<file path="src/rtl/fb_cpu_pkg.sv">
// Shared types for the FB accumulator CPU: opcode and FSM state encodings, default widths.
// The optional multiplier is enabled with the FBCPU_MUL_EN macro (see fb_cpu_alu / fb_cpu).
package fb_cpu_pkg;

  localparam int FB_ADDRESS_WIDTH = 6;
  localparam int FB_OPCODE_WIDTH  = 4;
  localparam int FB_DATA_WIDTH    = FB_ADDRESS_WIDTH + FB_OPCODE_WIDTH;

  typedef enum logic [3:0] {
    OP_ADD = 4'd0,
    OP_SUB = 4'd1,
    OP_MUL = 4'd2,
    OP_SHL = 4'd3,
    OP_SHR = 4'd4,
    OP_AND = 4'd5,
    OP_OR  = 4'd6,
    OP_NOT = 4'd7,
    OP_LDA = 4'd8,
    OP_STA = 4'd9,
    OP_BRA = 4'd10,
    OP_BZ  = 4'd11,
    OP_BNZ = 4'd12,
    OP_LDI = 4'd13,
    OP_NOP = 4'd14,
    OP_HLT = 4'd15
  } opcode_e;

  typedef enum logic [2:0] {
    ST_FETCH   = 3'd0,
    ST_FETCH_W = 3'd1,
    ST_DECODE  = 3'd2,
    ST_MEM_W   = 3'd3,
    ST_EXEC    = 3'd4,
    ST_HALT    = 3'd5
  } state_e;

  // An instruction word is {opcode, operand}, so the data word must hold both exactly.
  function automatic bit widths_ok(int aw, int dw);
    return dw == aw + FB_OPCODE_WIDTH;
  endfunction

endpackage

</file>
<file path="src/rtl/fb_cpu_alu.sv">
// Combinational ALU of the FB CPU: (opcode, ACC, operand value) -> new ACC value.
// Multiplication is only built when FBCPU_MUL_EN is defined; otherwise opcode 2 returns ACC.
module fb_cpu_alu
  import fb_cpu_pkg::*;
#(
  parameter int DATA_WIDTH = FB_DATA_WIDTH
) (
  input  opcode_e               op,
  input  logic [DATA_WIDTH-1:0] acc,
  input  logic [DATA_WIDTH-1:0] m,
  output logic [DATA_WIDTH-1:0] result
);

  always_comb begin
    result = acc;
    case (op)
      OP_ADD: result = acc + m;
      OP_SUB: result = acc - m;
`ifdef FBCPU_MUL_EN
      OP_MUL: result = acc * m;
`endif
      OP_AND: result = acc & m;
      OP_OR:  result = acc | m;
      OP_LDA: result = m;
      OP_SHL: result = acc << 1;
      OP_SHR: result = acc >> 1;
      OP_NOT: result = ~acc;
      OP_LDI: result = m;
      default: result = acc;
    endcase
  end

endmodule

</file>
<file path="src/rtl/fb_cpu.sv">
// FB accumulator CPU core: multi-cycle FSM fetching 10-bit instructions from an external
// synchronous RAM. Define FBCPU_MUL_EN to make opcode 2 a multiply (otherwise a NOP).
module fb_cpu
  import fb_cpu_pkg::*;
#(
  parameter int ADDRESS_WIDTH = FB_ADDRESS_WIDTH,
  parameter int DATA_WIDTH    = FB_DATA_WIDTH
) (
  input  logic                     clk,
  input  logic                     rst,
  output logic [DATA_WIDTH-1:0]    MDRIn,
  output logic                     RAMWr,
  output logic [ADDRESS_WIDTH-1:0] MAR,
  input  logic [DATA_WIDTH-1:0]    MDROut,
  output logic [ADDRESS_WIDTH-1:0] PC
);

  if (!widths_ok(ADDRESS_WIDTH, DATA_WIDTH)) begin : g_width_check
    $error("fb_cpu: DATA_WIDTH must equal ADDRESS_WIDTH + 4");
  end

  state_e                   state_q, state_d;
  opcode_e                  ir_q, ir_d;
  logic [ADDRESS_WIDTH-1:0] pc_q, pc_d;
  logic [ADDRESS_WIDTH-1:0] mar_q, mar_d;
  logic [DATA_WIDTH-1:0]    mdr_in_q, mdr_in_d;
  logic                     ram_wr_q, ram_wr_d;
  logic [DATA_WIDTH-1:0]    acc_q, acc_d;

  opcode_e                  dec_op;
  logic [ADDRESS_WIDTH-1:0] operand;
  logic [DATA_WIDTH-1:0]    operand_ext;
  logic                     acc_zero;
  opcode_e                  alu_op;
  logic [DATA_WIDTH-1:0]    alu_m;
  logic [DATA_WIDTH-1:0]    alu_res;

  assign dec_op      = opcode_e'(MDROut[DATA_WIDTH-1 -: FB_OPCODE_WIDTH]);
  assign operand     = MDROut[ADDRESS_WIDTH-1:0];
  assign operand_ext = {{(DATA_WIDTH-ADDRESS_WIDTH){1'b0}}, operand};
  assign acc_zero    = (acc_q == '0);

  fb_cpu_alu #(
    .DATA_WIDTH(DATA_WIDTH)
  ) u_alu (
    .op    (alu_op),
    .acc   (acc_q),
    .m     (alu_m),
    .result(alu_res)
  );

  // Only the opcode of IR is kept: the operand is consumed in DECODE, EXEC needs the opcode.
  always_comb begin
    state_d  = state_q;
    ir_d     = ir_q;
    pc_d     = pc_q;
    mar_d    = mar_q;
    mdr_in_d = mdr_in_q;
    ram_wr_d = ram_wr_q;
    acc_d    = acc_q;
    alu_op   = ir_q;
    alu_m    = MDROut;

    case (state_q)
      ST_FETCH: begin
        mar_d    = pc_q;
        ram_wr_d = 1'b0;
        state_d  = ST_FETCH_W;
      end

      ST_FETCH_W: state_d = ST_DECODE;

      ST_DECODE: begin
        ir_d    = dec_op;
        pc_d    = pc_q + ADDRESS_WIDTH'(1);
        state_d = ST_FETCH;
        case (dec_op)
          OP_ADD, OP_SUB, OP_AND, OP_OR, OP_LDA: begin
            mar_d   = operand;
            state_d = ST_MEM_W;
          end
`ifdef FBCPU_MUL_EN
          OP_MUL: begin
            mar_d   = operand;
            state_d = ST_MEM_W;
          end
`endif
          // The write itself lands on the following FETCH edge.
          OP_STA: begin
            mar_d    = operand;
            mdr_in_d = acc_q;
            ram_wr_d = 1'b1;
          end
          OP_SHL, OP_SHR, OP_NOT, OP_LDI: begin
            alu_op = dec_op;
            alu_m  = operand_ext;
            acc_d  = alu_res;
          end
          OP_BRA: pc_d = operand;
          OP_BZ:  if (acc_zero) pc_d = operand;
          OP_BNZ: if (!acc_zero) pc_d = operand;
          OP_HLT: state_d = ST_HALT;
          default: ;
        endcase
      end

      ST_MEM_W: state_d = ST_EXEC;

      ST_EXEC: begin
        acc_d   = alu_res;
        state_d = ST_FETCH;
      end

      ST_HALT: ram_wr_d = 1'b0;

      default: state_d = ST_FETCH;
    endcase
  end

  always_ff @(posedge clk or negedge rst) begin
    if (!rst) begin
      state_q  <= ST_FETCH;
      ir_q     <= OP_ADD;
      pc_q     <= '0;
      mar_q    <= '0;
      mdr_in_q <= '0;
      ram_wr_q <= 1'b0;
      acc_q    <= '0;
    end else begin
      state_q  <= state_d;
      ir_q     <= ir_d;
      pc_q     <= pc_d;
      mar_q    <= mar_d;
      mdr_in_q <= mdr_in_d;
      ram_wr_q <= ram_wr_d;
      acc_q    <= acc_d;
    end
  end

  assign MDRIn = mdr_in_q;
  assign RAMWr = ram_wr_q;
  assign MAR   = mar_q;
  assign PC    = pc_q;

endmodule

</file>
<file path="config.mk">
export PLATFORM = sky130hd
export DESIGN_NAME = fb_cpu
export DESIGN_NICKNAME = d
export VERILOG_FILES = /design/src/rtl/fb_cpu_pkg.sv /design/src/rtl/fb_cpu_alu.sv /design/src/rtl/fb_cpu.sv
export SDC_FILE = /design/constraint.sdc
export NUM_CORES = 1
export LEC_CHECK = 0
export ABC_AREA = 1
export CAP_MARGIN = 30
export CORE_ASPECT_RATIO = 0.8
export CORE_MARGIN = 4
export CORE_UTILIZATION = 23
export DETAILED_ROUTE_END_ITERATION = 7
export DONT_BUFFER_PORTS = 1
export SYNTH_ARGS = -nofsm -noshare
export SYNTH_HDL_FRONTEND = slang
export SYNTH_HIERARCHICAL = 1
export SYNTH_SLANG_ARGS = --single-unit
</file>
<file path="constraint.sdc">
create_clock -name clk -period 3.4 [get_ports clk]
set_clock_uncertainty 0.2 [all_clocks]
set_input_delay 0.51 -clock clk [delete_from_list [all_inputs] [get_ports clk]]
set_output_delay 0.51 -clock clk [all_outputs]
set_load 0.02 [all_outputs]
</file>
==> flow_summary.json <==
{
  "synth_fa_ha_area_frac": 0.05364,
  "ys_seq_elements": 40,
  "io_buffer_count": 0,
  "synth_mux_area_frac": 0,
  "setup_tns_ps": 0,
  "nets": 561,
  "synth_xor_area_frac": 0.02829,
  "antenna_found_initial": 0,
  "cts_tree": "done",
  "die_h_um": 116.8,
  "drive_gt1_frac": 0.1493,
  "cpMaxStageDelayCell": "dfrtp_1",
  "required_ps": 3430,
  "htree_levels": 2,
  "grt_pass1_vias": 3162,
  "regArea_um2": 1001,
  "synth_compound_area_frac": 0.2145,
  "dr_total_vias": 3382,
  "syn_area_um2": 3406,
  "cp.arrival_ps": 3170,
  "clock_sinks": 40,
  "num_antenna_cells": 0,
  "drt_wl_total_mm": 9.960,
  "start_util": 0.2366,
  "synthSimpleGateAreaFrac": 0.2910,
  "finalCritPeriodShare": 0.9261,
  "syn-num-nets": 540,
  "rows": 39,
  "vdd_ir_drop_max_v": 0.0004315,
  "grt_max_degree": 41,
  "io_pins": 35,
  "fmax_ghz": 0.3176,
  "finalHoldViolCount": 0,
  "synth_top_family_by_area": "simple AND/OR/NAND/NOR gates",
  "postRouteAntennaNets": 0,
  "fp.coreArea_um2": 14400,
  "powerDensity_nw_per_um2": 952.9,
  "drt-wirelength-per-cell_um": 13.83,
  "critical_path_buf_inv_count": 4,
  "postCtsSetupBuffers": 0,
  "drv_slew": 0,
  "endpoint_kind": "register",
  "grt_first_pass_wirelength_mm": 16.33,
  "rsz0062_at_grt": "no",
  "globalplace.congestion": 0.9226,
  "tightest_slew_ps": 696.3,
  "final.setup.worst_slack_ps": 251.1,
  "clk_pin_slew_ps": 60,
  "hp-class": "in2reg",
  "avgSynthCellArea_um2": 6.626,
  "max_slew_margin": 0.5345,
  "cts_buffer_depth": 2,
  "cts_root_buf": "clkbuf_16",
  "die_area_um2": 16830,
  "chipWidth_um": 144.1,
  "drc": 0,
  "clock_latency_ps": 290,
  "drtIter0Drc": 396,
  "slowest_delay_ps": 400,
  "start_kind": "register",
  "cp_common_cell": "nand2_1",
  "cap_violations": 0,
  "crit_type": "reg2reg",
  "setup_viol": 0,
  "viasPerCell": 4.697,
  "dpl_worst_slack_ps": -34.26,
  "n_fill_cell": 1552,
  "synth_warnings": 6,
  "utilization": 0.2781,
  "cts-buffers-inserted": 5,
  "crit_family": "simple AND/OR/NAND/NOR gates",
  "multiInputGateArea_um2": 2074,
  "cp_cell_sequence": "nor2_4 > nand2_4 > inv_4 > nand2_4 > o21ai_4 > inv_2 > nor2_4 > nand2_4 > nand2_1 > xor2_1 > inv_1 > ha_1 > nand2_1 > nor2_2 > nand3_1 > nand3_1 > inv_1 > nand2_1 > nand3_1 > a21oi_1 > nand2_1 > o21ai_2",
  "track_usage": 0.1212,
  "period_needed_ps": 3149,
  "synth_cell_types": 35,
  "p_leak_nw": 2.010,
  "drtPass1Iterations": 5,
  "synthToLayoutAreaGrowth_pct": 17.56,
  "hpwl_mm": 7.649,
  "status": "complete, no violations",
  "path_max_fanout": 8,
  "grt_remaining_overflow": 0,
  "ys_seq_area_frac": 0.2939,
  "syn_inst": 514
}
layout by cell type (no fill, tap or decap), types with 2 or more instances in the layout:
cell type	netlist	routed
a21oi_1	14	11
a21oi_2	1	4
buf_4	0	19
clkbuf_16	0	5
dfrtp_1	40	40
ha_1	13	13
inv_1	78	78
inv_2	14	13
inv_4	1	2
nand2_1	131	130
nand2_4	2	5
nand3_1	35	34
nand3_2	1	2
nand3b_1	2	2
nor2_1	51	49
nor2_2	2	2
nor2_4	0	2
nor3_1	4	4
o2111ai_1	6	6
o211ai_1	4	4
o21ai_0	33	28
o21ai_1	13	16
o21ai_2	14	15
o21bai_1	3	3
o22ai_1	17	17
o31ai_1	8	8
xor2_1	11	11
cells in the mapped netlist, drive strengths merged:
| cell type | count | area (µm²) |
|---|---|---|
| nor2 | 53 | 203.9 |
| o22ai | 17 | 106.4 |
| inv | 93 | 351.6 |
| o211ai | 4 | 30.03 |
| clkbuf | 2 | 8.750 |
| nor3 | 5 | 30.03 |
| a21oi | 15 | 78.83 |
| nand4 | 1 | 6.260 |
| nand3b | 2 | 15.01 |
| o311ai | 1 | 8.760 |
| o31ai | 8 | 60.06 |
| nand3 | 37 | 202.7 |
| o21bai | 4 | 41.29 |
| o2111ai | 6 | 52.55 |
| fa | 1 | 20.02 |
| buf | 5 | 43.79 |
| xor2 | 11 | 96.34 |
| nand2 | 136 | 533.0 |
| o21ai | 60 | 352.8 |
| ha | 13 | 162.7 |
| dfrtp | 40 | 1001 |
worst register-to-register path, delay by kind of cell (launching register included):
kind,cells,cell delay (ps)
AOI/OAI and AO/OA,3,340
buffers and inverters,4,260
and+or+nand+nor,13,1380
adders and majority gates,1,350
xor gates and xnor gates,1,150
DFF,1,400
cells by family after synthesis:
| logic type | Yosys count |
|---|---|
| buffers and inverters | 100 |
| flip-flops | 40 |
| XOR/XNOR | 11 |
| AO/OA/AOI/OAI | 115 |
| AND/OR/NAND/NOR | 234 |
| adder cells (fa/ha/maj) | 14 |
cell type report:
type                       count  area share
tap                          184     0.05750
clock buffer                   5     0.03125
clock inverter                 3     0.01156
inverter                      93     0.08844
sequential                    40      0.2500
timing repair buffer          21     0.04313
multi-input combinational    374      0.5181
repair_timing:
| item | in CTS | in global routing |
|---|---|---|
| pin swaps | 0 | 4 |
| setup endpoints to repair | 2 | 8 |
| hold endpoints to repair | 40 | 0 |
| gates resized for setup | 1 | 22 |
| hold buffers | 2 | 0 |
registers in the layout (all words and copies together) (netlist names):
| name | count |
|---|---|
| MDRIn | 10 |
| acc_q | 10 |
| MAR | 6 |
| PC | 6 |
| ir_q | 4 |
| state_q | 3 |
| RAMWr | 1 |
through the flow:
| stage | std cells | power (mW) | cell area, µm² | hold slack (ps) |
|---|---|---|---|---|
| floorplan | 514 | 2.533 | 3406 | 14.41 |
| global placement | 710 | 3.119 | 3726 | 16.43 |
| detailed placement | 710 | 3.107 | 3726 | 15.97 |
| CTS | 720 | 3.708 | 3928 | 226.5 |
| global route | 720 | 4.170 | 4004 | 258.8 |
| finish | 720 | 3.815 | 4004 | 219.6 |
report_power, final:
part / total, mW / internal [mW] / switching [mW]
sequential: 1.06 / 0.680 / 0.381
clock: 0.557 / 0.349 / 0.208
combinational: 2.20 / 0.795 / 1.40
path summary, 6_finish.rpt:
check / start / end / slack, ps / cells after the start
min in group asynchronous: rst / MDRIn[0]$_DFFE_PN0P_ / 470 / 2
max in group asynchronous: rst / MAR[5]$_DFFE_PN0P_ / 2320 / 2
hold / removal: MDROut[9] / ir_q[3]$_DFFE_PN0P_ / 220 / 2
setup reg to reg: state_q[0]$_DFFE_PN0P_ / acc_q[9]$_DFFE_PN0P_ / 250 / 22
setup / recovery: state_q[0]$_DFFE_PN0P_ / acc_q[9]$_DFFE_PN0P_ / 250 / 22
hold reg to reg: ir_q[2]$_DFFE_PN0P_ / ir_q[2]$_DFFE_PN0P_ / 300 / 2
layer usage:
layer  track usage  vias up  routed length [µm]
li1              -     1723                   -
met1        0.1796     1515                4955
met2        0.1779      131                4135
met3       0.02965       13                 769
met4       0.02635        0                  99
met5             0        -                   0
No activity file was read; power rests on OpenSTA's default activity.
